`config.mk`:
```
export PLATFORM = sky130hd
export DESIGN_NAME = phaser_lfo_coeff
export DESIGN_NICKNAME = d
export VERILOG_FILES = /design/src/rtl/phaser_lfo_coeff.sv
export SDC_FILE = /design/constraint.sdc
export NUM_CORES = 1
export LEC_CHECK = 0
export ABC_AREA = 1
export CORE_ASPECT_RATIO = 1.1
export CORE_MARGIN = 8
export CORE_UTILIZATION = 49
export CTS_BUF_LIST = sky130_fd_sc_hd__clkbuf_16
export DETAILED_ROUTE_END_ITERATION = 7
export HOLD_SLACK_MARGIN = 0.05
export PLACE_DENSITY = 0.67
export SETUP_SLACK_MARGIN = 0.3
export SLEW_MARGIN = 25
export SYNTH_ARGS = -nofsm -noshare
export SYNTH_HDL_FRONTEND = slang
export SYNTH_SLANG_ARGS = --single-unit
export TNS_END_PERCENT = 5
```
`constraint.sdc`:
```
create_clock -name clk -period 7.7 [get_ports clk]
set_clock_uncertainty 0.05 [all_clocks]
set_input_delay 1.54 -clock clk [delete_from_list [all_inputs] [get_ports clk]]
set_output_delay 1.54 -clock clk [all_outputs]
set_load 0.01 [all_outputs]
```
`src/rtl/phaser_lfo_coeff.sv`:
```
// phaser_lfo_coeff: triangle LFO that produces one clamped signed Q4.12 allpass coefficient per sample.
// Rate/depth/centre are double-buffered and committed only when a sample computation starts.
module phaser_lfo_coeff #(
  parameter int PHASE_W  = 24,
  parameter int COEF_MAX = 4095
) (
  input  logic               clk,
  input  logic               reset_n,
  input  logic               sample_tick,
  input  logic               phase_sync,
  input  logic               cfg_valid,
  output logic               cfg_ready,
  input  logic [PHASE_W-1:0] cfg_rate,
  input  logic [11:0]        cfg_depth,
  input  logic [15:0]        cfg_center,
  output logic [15:0]        coefficient,
  output logic               coeff_valid,
  output logic               overrun
);

  // Phase capture/advance happens on the edge that accepts the tick, so the
  // registered states name the remaining work: triangle, multiply, sum/clamp.
  typedef enum logic [1:0] {ST_IDLE, ST_TRI, ST_MUL, ST_SUM} state_t;

  function automatic logic signed [13:0] tri_bip(input logic [13:0] top);
    logic [12:0] seg;
    seg = top[13] ? ~top[12:0] : top[12:0];
    return $signed({1'b0, seg}) - 14'sd4096;
  endfunction

  function automatic logic signed [13:0] scale_depth(input logic signed [13:0] bip,
                                                     input logic [11:0]        depth);
    logic signed [26:0] prod;
    prod = 27'(bip) * 27'($signed({1'b0, depth}));
    return 14'(prod >>> 12);
  endfunction

  function automatic logic signed [15:0] sat_coef(input logic signed [17:0] s);
    logic signed [17:0] lim;
    lim = 18'(COEF_MAX);
    if (s > lim) return 16'(lim);
    else if (s < -lim) return 16'(-lim);
    return s[15:0];
  endfunction

  state_t                    state_q, state_d;
  logic [PHASE_W-1:0]        phase_q, phase_d;
  logic [PHASE_W-1:0]        rate_q, rate_d;
  logic [11:0]               depth_q, depth_d;
  logic signed [15:0]        center_q, center_d;
  logic [PHASE_W-1:0]        sh_rate_q, sh_rate_d;
  logic [11:0]               sh_depth_q, sh_depth_d;
  logic [15:0]               sh_center_q, sh_center_d;
  logic                      pending_q, pending_d;
  logic signed [15:0]        coef_q, coef_d;
  logic                      cvld_q, cvld_d;
  logic                      ovr_q, ovr_d;
  logic [13:0]               ph_p1_q, ph_p1_d;
  logic signed [13:0]        bip_p2_q, bip_p2_d;
  logic signed [13:0]        mod_p3_q, mod_p3_d;
  logic                      tick_acc;
  logic                      cfg_fire;
  logic [PHASE_W-1:0]        inc_rate;

  always_comb begin
    state_d     = state_q;
    phase_d     = phase_q;
    rate_d      = rate_q;
    depth_d     = depth_q;
    center_d    = center_q;
    sh_rate_d   = sh_rate_q;
    sh_depth_d  = sh_depth_q;
    sh_center_d = sh_center_q;
    pending_d   = pending_q;
    coef_d      = coef_q;
    cvld_d      = 1'b0;
    ovr_d       = ovr_q;
    ph_p1_d     = ph_p1_q;
    bip_p2_d    = bip_p2_q;
    mod_p3_d    = mod_p3_q;
    inc_rate    = rate_q;
    cfg_fire    = cfg_valid && !pending_q;
    tick_acc    = sample_tick && (state_q == ST_IDLE);

    // A same-cycle transfer lands in the shadow only, so this tick still sees the old set.
    if (tick_acc && pending_q) begin
      rate_d    = sh_rate_q;
      depth_d   = sh_depth_q;
      center_d  = $signed(sh_center_q);
      inc_rate  = sh_rate_q;
      pending_d = 1'b0;
    end
    if (cfg_fire) begin
      sh_rate_d   = cfg_rate;
      sh_depth_d  = cfg_depth;
      sh_center_d = cfg_center;
      pending_d   = 1'b1;
    end
    if (sample_tick && (state_q != ST_IDLE)) ovr_d = 1'b1;

    unique case (state_q)
      ST_IDLE: begin
        if (tick_acc) begin
          ph_p1_d = phase_q[PHASE_W-1 -: 14];
          phase_d = phase_q + inc_rate;
          state_d = ST_TRI;
        end
      end
      ST_TRI: begin
        bip_p2_d = tri_bip(ph_p1_q);
        state_d  = ST_MUL;
      end
      ST_MUL: begin
        mod_p3_d = scale_depth(bip_p2_q, depth_q);
        state_d  = ST_SUM;
      end
      ST_SUM: begin
        coef_d  = sat_coef(18'(center_q) + 18'(mod_p3_q));
        cvld_d  = 1'b1;
        state_d = ST_IDLE;
      end
      default: state_d = ST_IDLE;
    endcase

    if (phase_sync) phase_d = '0;
  end

  always_ff @(posedge clk) begin
    if (!reset_n) begin
      state_q   <= ST_IDLE;
      phase_q   <= '0;
      rate_q    <= '0;
      depth_q   <= '0;
      center_q  <= '0;
      pending_q <= 1'b0;
      coef_q    <= '0;
      cvld_q    <= 1'b0;
      ovr_q     <= 1'b0;
    end else begin
      state_q   <= state_d;
      phase_q   <= phase_d;
      rate_q    <= rate_d;
      depth_q   <= depth_d;
      center_q  <= center_d;
      pending_q <= pending_d;
      coef_q    <= coef_d;
      cvld_q    <= cvld_d;
      ovr_q     <= ovr_d;
    end
  end

  // Shadow and pipeline data carry no reset; the FSM gates every use of them.
  always_ff @(posedge clk) begin
    sh_rate_q   <= sh_rate_d;
    sh_depth_q  <= sh_depth_d;
    sh_center_q <= sh_center_d;
    ph_p1_q     <= ph_p1_d;
    bip_p2_q    <= bip_p2_d;
    mod_p3_q    <= mod_p3_d;
  end

  assign cfg_ready   = ~pending_q;
  assign coefficient = coef_q;
  assign coeff_valid = cvld_q;
  assign overrun     = ovr_q;

endmodule

```
**Yosys cells after proc, flatten, opt, wreduce, memory -nomap -nowiden**

Cells that the tools add are included.

- Register bits after elaboration: 191
- Output and inout port bits: 19

- Add/sub/neg operators: 3
- $mul: 1
- Order comparisons: 2
- Equal/unequal tests: 4
- Muxes and demuxes: 13
- Bitwise gates (word level): 3
- Reductions and logical operators: 10

Operator list:

| kind | count |
|---|---|
| $mux 16 | 3 |
| $mul 14x13->26 | 1 |
| $add 24x24->24 | 1 |
| $mux 24 | 1 |
| $add 16x14->17 | 1 |
| $gt 17x13->1 const B | 1 |
| $lt 17x13->1 const B | 1 |
| $sub 13x13->14 const B | 1 |
| $mux 13 | 1 |
| $not 13->13 | 1 |
| $pmux 2 s4 | 1 |
| $mux 1 | 6 |
| $eq 2x2->1 const B | 2 |
| $logic_and 1x1->1 | 4 |
| $reduce_bool 2->1 | 2 |
| $eq 2x1->1 const B | 1 |
| $logic_not 2->1 | 1 |
| $mux 2 | 1 |
| $ne 2x2->1 const B | 1 |
| $not 1->1 | 2 |
| $reduce_and 2->1 | 1 |
| $reduce_or 2->1 | 1 |
| $logic_not 1->1 | 1 |

**Logic depth before layout (Yosys ltp)**

Gate-level depths: netlist (run 1).

- Depth in word-level cells: 6
- Mapped depth: 22
- Depth with buffers taken out: 21

**Least setup slack after synthesis (run 1)**

Ideal clock, no wire load.

- Path type: reg-to-reg
- Start: register bip_p2_q[12]
- End: register mod_p3_q[13] (data pin)
- Setup time: 260 ps
- Arrival time: 5151 ps
- Data required time: 7390 ps
- Setup slack: 2239 ps
- Cell stages (with the launch flop): 21
- Clock period less this slack: 5461 ps
- Cells stage by stage: edfxtp_1 clkbuf_1 nand2_1 fa_1 inv_1 fa_1 inv_1 fa_1 inv_1 fa_1 inv_1 fa_1 inv_1 ha_1 a21oi_1 inv_1 a21oi_1 nor2_1 a2111oi_0 nand2_1 xor2_1

- Longest elaborated chain between the ends: 1

Ends and longest elaborated chain:

| item | RTL line | source |
|---|---|---|
| start: declaration | 59 | `logic signed [13:0] bip_p2_q, bip_p2_d;` |
| start signal: assignment | 158 | `bip_p2_q <= bip_p2_d;` |
| $mul 14x13->26 | 34 | `prod = 27'(bip) * 27'($signed({1'b0, depth}));` |
| end signal: assignment | 159 | `mod_p3_q <= mod_p3_d;` |
| end: declaration | 60 | `logic signed [13:0] mod_p3_q, mod_p3_d;` |

Every way passes these cells.
A chain may end at the register's enable or synchronous reset.

**Final worst setup path (run 1)**

- Start: register depth_q[2]
- End: register mod_p3_q[13] (data pin)

- Longest elaborated chain between the ends: 1

Ends and longest elaborated chain:

| item | RTL line | source |
|---|---|---|
| start: declaration | 49 | `logic [11:0] depth_q, depth_d;` |
| start signal: assignment | 143 | `depth_q <= depth_d;` |
| $mul 14x13->26 | 34 |  |

Every way passes these cells.

==> impl_results.md, run 1 <==
- Total GRT Usage: 0.189
- Hold path start: coefficient[15]
- Storage element area: ~0.0047 sq mm
- TritonCTS clock tree: done
- Die height: 201 microns
- Initial antenna violation count: 0
- Yosys reg bits: 190
- RSZ-0062 raised after global routing: no
- CP arrival: between 6 and 7 ns
- Setup crit start: depth_q[2]
- Routed len/inst: approximately 15 microns
- Final setup fails: 0
- Final period util: 0.768
- Clk root buf: clkbuf_16
- Power, Total: 5.01 mW
- CTS Buf Count: 17
- Final hold vios: 0
- Yosys Warn Count: 0
- Vias in the first global route: 11,656
- Hold buffers post-CTS: 0
- CTS resizes: 0
- I/O pin count: between 70 and 80
- Setup CP Type: flip-flop to flip-flop
- Vias/cell: 4.91
- Rows: 67
- Area of the multi-input gates: between 0.008 and 0.009 sq mm
- PortBufs: 75
- Post-CTS Setup Repair Bufs: 0
- Die area: approximately 0.037 sq mm
- WHS: between 0.4 and 0.5 ns
- Fmax: between 150 and 200 MHz
- Final WL: 33,500 microns
- Synth async-reset ratio: 0
- Dominant synthesized flop cell: dfxtp_1
- Post-DP HPWL: between 20,000 and 30,000 microns
- Max Cap Viol: 0
- Largest net degree at the start of global routing: just under 100
- Total gr overflow: 0
- Global-route wire length before repair: 56,800 microns
- Synth Cell Area: ~0.015 sq mm
- Initial detailed-routing violation count: approximately 740
- Routability Congestion: just under 0.9
- Synth Area per Inst: 8.28 sq um
- Detail Route Antenna Nets: 0
- H-tree lvl count: 4
- Area grow syn2layout: 11.0%
- First-pass DRT Iterations: 5
- Status: complete, no violations
- HP Class: flip-flop to flip-flop
- Worst R2R Start: depth_q[2]
- Via count: roughly 11,000
- Min cycle time layout: roughly 5.9 ns
- Max-slew violations: 0
- Reg clk slew, reported paths: around 0.070 ns
- Setup TNS: 0 ns
- Clock Path Buffers: 2
- Static leakage: 8.79 nW
- # diodes: 0
- Core Region: 0.0305 sq mm
- Mapped Nets: 2,144
- Mapped Cells: 1,838
- Final-layout fill cell count: approximately 2,900
- CP max FO: 14
- Setup crit end kind: flip-flop
- Rel. slew slack: 0.393
- Synth unique cells: 47
- Final core occ: 0.554
- Setup crit start kind: flip-flop
- Share of post-route cells with drive strength above 1: 0.0438
- # clock sinks: 190
- WP data required: ~7.8 ns
- # nets final: approximately 2,200
- Later-pin clock latency in the skew report: ~0.44 ns
- # DRC: 0
- Post-synth EDFFs: 93
- Die width: between 150 and 200 microns
- Starting density of the core: 0.499
- Tightest Pin Transition: around 0.91 ns
- Power per Cell Area: between 200 and 300 mW/mm^2
- Sequential-to-total area share from yosys stat: 0.311
- Peak supply drop: 0.171 mV
routing by layer:
layer	vias to the layer above	track usage	share of wire
met4	0	0.0461	0.016
met1	5332	0.240	0.44
met2	260	0.328	0.49
met5	-	0	0
met3	35	0.0326	0.047
li1	5710	-	-
synthesized netlist by cell type, types with 6 or more instances:
cell type | instances | share of area
a211oi_1 | 25 | 0.012
a21oi_1 | 100 | 0.033
clkbuf_1 | 52 | 0.013
dfxtp_1 | 97 | 0.13
edfxtp_1 | 93 | 0.18
fa_1 | 149 | 0.20
ha_1 | 100 | 0.082
inv_1 | 448 | 0.11
nand2_1 | 339 | 0.084
nand2_2 | 7 | 0.0029
nand3_1 | 45 | 0.015
nand4_1 | 15 | 0.0062
nor2_1 | 142 | 0.035
nor3_1 | 16 | 0.0053
o211ai_1 | 6 | 0.0030
o21ai_0 | 74 | 0.024
o21bai_1 | 8 | 0.0039
or2_2 | 24 | 0.0099
xnor2_1 | 16 | 0.0092
xor2_1 | 37 | 0.021
metrics by stage:
stage	area, sq um	std cells	worst slack [ns]
4_1_cts	16900	2307	1.81
5_1_grt	16900	2307	1.45
3_5_place_dp	16300	2275	1.80
6_report	16900	2307	1.79
3_3_place_gp	16300	2275	1.88
2_1_floorplan	15200	1838	2.24
final timing paths:
kind | endpoint | slack, ns | cells past startpoint
worst max-delay path | mod_p3_q[13] | 1.79 | 19
worst min-delay path | coefficient[15] | 0.42 | 2
worst max register to register | mod_p3_q[13] | 1.79 | 19
worst min register to register | coefficient[15] | 0.42 | 2
worst max-delay path: stages (launching register included):
cell       delay [ns]
dfxtp_1          0.65
nand2_1          0.18
fa_1             0.57
inv_1            0.06
fa_1             0.73
inv_1            0.21
fa_1             0.56
inv_1            0.05
fa_1             0.47
inv_1            0.05
fa_1             0.52
inv_1            0.04
ha_1             0.36
a21oi_1          0.16
inv_1            0.07
a21oi_1          0.18
nor2_1           0.06
a2111oi_0        0.37
nand2_1          0.14
xor2_1           0.15
logic make-up (layout without fill, tap and decap cells):
family / after synthesis / count (layout) / synth area share
mux: 1 / 1 / 0.000658
buf+inv: 509 / 564 / 0.127
flops: 190 / 190 / 0.311
xor+xnor: 54 / 54 / 0.0316
compound gates: 233 / 233 / 0.0872
fa+ha+maj: 249 / 249 / 0.278
simple gates: 602 / 602 / 0.165
report_power, final:
part	switching (mW)	internal [mW]	total, mW
Sequential	0.246	1.34	1.58
Clock	0.404	0.457	0.862
Combinational	1.60	0.960	2.56
layout make-up:
| type | instances | area share |
|---|---|---|
| timing repair buffer | 81 | 0.0471 |
| inverter | 451 | 0.100 |
| multi-input combinational | 1139 | 0.507 |
| clock inverter | 15 | 0.00941 |
| sequential | 190 | 0.280 |
| clock buffer | 17 | 0.0252 |
| tap | 414 | 0.0307 |
placed cells by master, fill, tap and decap left out, types with 17 or more instances in the layout:
| master | count |
|---|---|
| xor2_1 | 37 |
| nand3_1 | 45 |
| inv_1 | 449 |
| a21oi_1 | 100 |
| a211oi_1 | 25 |
| clkbuf_16 | 17 |
| dfxtp_1 | 97 |
| nor2_1 | 140 |
| o21ai_0 | 74 |
| or2_2 | 24 |
| edfxtp_1 | 93 |
| ha_1 | 100 |
| clkdlybuf4s50_1 | 75 |
| nand2_1 | 339 |
| fa_1 | 149 |
sequential cells by signal, summed over array words and instances, names as in the netlist, 2 cells and up:
signal,flops
sh_rate_q,24
bip_p2_q,13
rate_q,24
sh_center_q,16
center_q,16
phase_q,24
coefficient,16
sh_depth_q,12
depth_q,12
state_q,2
mod_p3_q,14
ph_p1_q,14
No activity file was read; power rests on OpenSTA's default activity.
==> run 2: changes to the inputs <==
==> constraint.sdc (replaced) <==
create_clock -name clk -period 6.15 [get_ports clk]
set_clock_uncertainty 0.05 [all_clocks]
set_input_delay 1.23 -clock clk [delete_from_list [all_inputs] [get_ports clk]]
set_output_delay 1.23 -clock clk [all_outputs]
set_load 0.01 [all_outputs]
==> impl_results.md, run 2 (synthesized netlist as in run 1, its figures left out) <==
- CP arrival: 5.71 ns
- Clock Path Buffers: 2
- Final period util: 0.908
- Die width: 184 microns
- Initial antenna violation count: 0
- Routability Congestion: 0.893
- Met3 Track Usage GR: 0.0340
- # diodes: 0
- Commonest cells after routing, fill and taps aside: inv_1 (449), nand2_1 (339), fa_1 (149)
- Min cycle time layout: around 5.6 ns
- Fmax: ~180 MHz
- Setup CP Type: flip-flop to flip-flop
- Share of post-route cells with drive strength above 1: 0.0525
- Max-slew violations: 0
- Final WL: 34,900 microns
- Vias/cell: approximately 5
- CP max FO: 12
- Core Region: 0.0305 sq mm
- Placed Instances: about 2,300
- Via count: between 10,000 and 15,000
- Initial detailed-routing violation count: roughly 750
- I/O pin count: 76
- H-tree lvl count: 4
- Area grow syn2layout: 11.7%
- WHS: approximately 0.41 ns
- Peak supply drop: approximately 0.23 mV
- Dpl ws: roughly 0.51 ns
- Starting density of the core: 0.499
- Reg clk slew, reported paths: around 0.070 ns
- RSZ-0062 raised after global routing: no
- Die height: approximately 200 microns
- TritonCTS clock tree: done
- Power, Total: 6.23 mW
- Detail Route Antenna Nets: 0
- CTS Buf Count: 17
- WP data required: between 6 and 7 ns
- M1 GR Usage: 0.247
- Routed len/inst: ~15 microns
- Tightest Pin Transition: 0.759 ns
- Clk root buf: clkbuf_16
- Later-pin clock latency in the skew report: approximately 0.44 ns
- Final core occ: 0.557
- Max Cap Viol: 0
- Total GRT Usage: 0.196
- Final setup fails: 0
- Status: complete, no violations
- Rel. slew slack: 0.494
- Fin cells: approximately 2,300
- Total gr overflow: 0
- Post-DP HPWL: roughly 28,000 microns
- Most common cell after layout, fill and taps aside: inv_1
- Worst R2R Start: bip_p2_q[12]
- # DRC: 0
- Hold path depth: 2
- Setup crit end kind: flip-flop
- Final-layout fill cell count: roughly 2,900
- Finished Cell Area: between 0.015 and 0.02 sq mm
- Hold buffers post-CTS: 0
- Final hold vios: 0
- R2R cell count: 18
- Global-route wire length before repair: roughly 59,000 microns
- Setup WS post-layout: between 0.5 and 0.6 ns
- Setup crit start kind: flip-flop
- Reg2Reg Capture Point: mod_p3_q[12]
- Power per Cell Area: around 370 mW/mm^2
- Largest net degree at the start of global routing: 59
- First-pass DRT Iterations: 7
- Largest registers: phase_q x24, rate_q x24, sh_rate_q x24
- Setup crit start: bip_p2_q[12]
- # nets final: 2,198
- Met2 usage: 0.345
- PortBufs: 75
- Vias in the first global route: around 12,000
- Die area: 0.0370 sq mm
- Setup TNS: 0 ns
- Rows: 67
- DP Area: ~0.016 sq mm
- HP Class: flip-flop to flip-flop
- Setup crit end: mod_p3_q[12]
- # clock sinks: 190
- Static leakage: between 8 and 9 nW
- Reg2Reg Setup Slack: around 0.57 ns
- GRT busiest layer: met2
## run 2: cell count changes in the layout (fill, tap and decap cells not counted), sizes merged
| cell | before | now |
|---|---|---|
| buf | 6 | 18 |
| bufinv | 1 | 0 |
| clkinv | 7 | 8 |
| clkinvlp | 2 | 1 |
| inv | 456 | 457 |
## run 2: routing by layer
layer,share of wire,up-vias
li1,-,5723
met1,0.44,5406
met2,0.50,258
met3,0.045,29
met4,0.014,0
met5,0,-
## run 2: where the power goes
part           switching, mW  internal (mW)  leakage [nW]
Combinational           2.00           1.21          6.89
Sequential             0.270           1.67          1.68
Clock                  0.536          0.541         0.285
## run 2: worst max-delay path, stage by stage (launching register included)
cell      delay, ns
edfxtp_1       0.57
nand2_1        0.20
inv_1          0.10
fa_1           0.60
inv_1          0.11
fa_1           0.54
inv_1          0.05
fa_1           0.51
fa_1           0.54
inv_1          0.05
fa_1           0.52
inv_1          0.04
ha_1           0.36
nand2_1        0.16
nor3_1         0.26
and2_1         0.22
o21ai_0        0.17
nand3_1        0.17
xor2_1         0.09
## run 2: how the worst min path moves through the flow
stage | from | end | slack, ns
floorplan | phase_q[13] | ph_p1_q[3] | 0.38
detailed placement | coefficient[11] | coefficient[11] | 0.41
global route | coefficient[4] | coefficient[4] | 0.44
global placement | phase_q[19] | ph_p1_q[9] | 0.40
finish | coefficient[11] | coefficient[11] | 0.41
CTS | coefficient[11] | coefficient[11] | 0.42
## run 2: layout make-up
type	instances	area, sq um	area share
repair buffers	93	898	0.0528
flip-flops and latches	190	4740	0.279
clock inverters	15	156	0.00920
inverters	451	1690	0.0996
multi-input cells	1139	8570	0.504
clock buffers	17	425	0.0250
well taps	414	518	0.0305
## run 2: what timing repair did
item,CTS,global route
buffers inserted,0,4
endpoints found under the setup margin,0,3
resized for setup,0,4
==> run 3: changes to the inputs <==
--- a/config.mk
+++ b/config.mk
@@ -6,10 +6,11 @@
 export NUM_CORES = 1
 export LEC_CHECK = 0
 export ABC_AREA = 1
-export CORE_ASPECT_RATIO = 1.1
+export CORE_ASPECT_RATIO = 1.2
 export CORE_MARGIN = 8
 export CORE_UTILIZATION = 49
 export CTS_BUF_LIST = sky130_fd_sc_hd__clkbuf_16
+export CTS_CLUSTER_SIZE = 40
 export DETAILED_ROUTE_END_ITERATION = 7
 export HOLD_SLACK_MARGIN = 0.05
 export PLACE_DENSITY = 0.67
==> impl_results.md, run 3 (synthesized netlist as in run 1, its figures left out) <==
- Die area: roughly 0.037 sq mm
- Status: complete, no violations
- Final-layout fill cell count: roughly 2,800
- Global-route wire length before repair: ~60,000 microns
- Peak supply drop: 0.205 mV
- WHS: ~0.41 ns
- # DRC: 0
- CP max FO: 14
- Routed len/inst: roughly 15 microns
- Setup TNS: 0 ns
- Max Cap Viol: 0
- R2R cell count: 18
- Combinational Power Share: 0.506
- End of the worst hold path: ph_p1_q[8]
- Hold path depth: 0
- Clock Path Buffers: 2
- Sw Ratio: 0.452
- Final core occ: 0.557
- Total gr overflow: 0
- Final period util: 0.897
- Area grow syn2layout: 11.9%
- Power, Total: around 6.4 mW
- Tightest Pin Transition: roughly 0.76 ns
- Initial antenna violation count: 0
- Share of post-route cells with drive strength above 1: 0.0515
- Most common cell after layout, fill and taps aside: inv_1
- Static leakage: roughly 8.9 nW
- Commonest cells after routing, fill and taps aside: inv_1 (448), nand2_1 (339), fa_1 (149)
- Vias/cell: between 4 and 5
- PortBufs: 75
- Setup CP Type: flip-flop to flip-flop
- Reg2Reg Capture Point: mod_p3_q[12]
- Largest net degree at the start of global routing: 55
- Hold path start: phase_q[18]
- Fmax: approximately 180 MHz
- Reg2Reg Setup Slack: between 0.6 and 0.7 ns
- Rel. slew slack: 0.497
- Clock share of power: 0.188
- Total GRT Usage: 0.197
- Clk root buf: clkbuf_16
- Starting density of the core: 0.498
- P_sw: around 2.9 mW
- Routability Congestion: approximately 0.92
- Max-slew violations: 0
- Sequential power share: 0.306
- Later-pin clock latency in the skew report: roughly 0.45 ns
- P_int: approximately 3.5 mW
- Final setup fails: 0
- Die width: between 150 and 200 microns
- Post-CTS Setup Repair Bufs: 0
- Placed Instances: roughly 2,300
- Final WL: between 30,000 and 40,000 microns
- Final hold vios: 0
- Setup crit start kind: flip-flop
- Fin cells: approximately 2,300
- # diodes: 0
- Worst R2R Start: depth_q[7]
- Via count: 11,464
- Power per Cell Area: ~370 mW/mm^2
- Post-DP HPWL: around 28,000 microns
- Setup crit end kind: flip-flop
- Core Region: 0.0306 sq mm
- Reg clk slew, reported paths: around 0.08 ns
- H-tree lvl count: 4
- WP data required: roughly 6.3 ns
- Setup WS post-layout: around 0.64 ns
- CTS Buf Count: 17
- Rows: 70
- # nets final: 2,197
- HP Class: flip-flop to flip-flop
- Detail Route Antenna Nets: 0
- DP Area: approximately 0.016 sq mm
- # clock sinks: between 150 and 200
- First-pass DRT Iterations: 5
- Die height: roughly 210 microns
- Finished Cell Area: approximately 0.017 sq mm
- CP arrival: ~5.7 ns
- Dpl ws: about 0.64 ns
- Initial detailed-routing violation count: 676
- I/O pin count: between 70 and 80
- TritonCTS clock tree: done
- Largest registers: phase_q x24, rate_q x24, sh_rate_q x24
- Vias in the first global route: approximately 12,000
- RSZ-0062 raised after global routing: yes
- Min cycle time layout: about 5.5 ns
==> run 3: cell count changes in the layout (fill, tap and decap cells not counted), moves of 2 or more <==
cell     previous run  this run
inv_12              0         5
inv_6               4         1
dfxtp_1            93        95
dfxtp_2             4         2
==> run 3: critical path: stages (launching register included) <==
cell,delay (ns)
dfxtp_1,0.74
nand2_1,0.22
inv_1,0.18
fa_1,0.49
inv_1,0.14
fa_1,0.40
inv_1,0.09
fa_1,0.42
fa_1,0.54
inv_1,0.05
fa_1,0.52
inv_1,0.04
ha_1,0.36
nand2_1,0.16
nor3_1,0.32
and2_1,0.20
o21ai_0,0.14
nand3_1,0.14
xor2_1,0.07
==> run 3: metal layers <==
| layer | vias to the layer above | global-route usage | wire length [microns] |
|---|---|---|---|
| met5 | - | 0 | 0 |
| met4 | 0 | 0.0557 | 760 |
| met3 | 39 | 0.0281 | 1430 |
| met2 | 248 | 0.352 | 17800 |
| met1 | 5446 | 0.242 | 15100 |
| li1 | 5731 | - | - |
==> run 3: power groups by stage <==
stage | clock network, mW | logic, mW | registers (mW)
final | 1.20 | 3.22 | 1.95
after CTS | 1.23 | 3.25 | 1.95
after detailed placement | 0 | 3.24 | 1.98
after floorplan | 0 | 2.57 | 1.79
after global routing | 1.26 | 3.72 | 1.98
after global placement | 0 | 3.16 | 1.97
==> run 3: cell type report <==
class                           count  area [sq um]  area share
Tap cell                          396           495      0.0291
Sequential cell                   190          4740       0.278
Clock buffer                       17           425      0.0250
Inverter                          451          1690      0.0994
Clock inverter                     15           220      0.0129
Multi-Input combinational cell   1139          8570       0.503
Timing Repair Buffer               92           891      0.0523
==> run 3: what timing repair did <==
item	in CTS	in global routing
setup endpoints to repair	0	2
resized for setup	0	2
hold buffers	0	0
endpoints found under the hold margin	0	0
==> run 3: worst max-delay path by stage <==
stage	start	end
after floorplan	bip_p2_q[12]	mod_p3_q[13]
after global placement	bip_p2_q[12]	mod_p3_q[12]
after detailed placement	bip_p2_q[12]	mod_p3_q[13]
after CTS	depth_q[1]	mod_p3_q[10]
after global routing	depth_q[3]	mod_p3_q[13]
final	depth_q[7]	mod_p3_q[12]
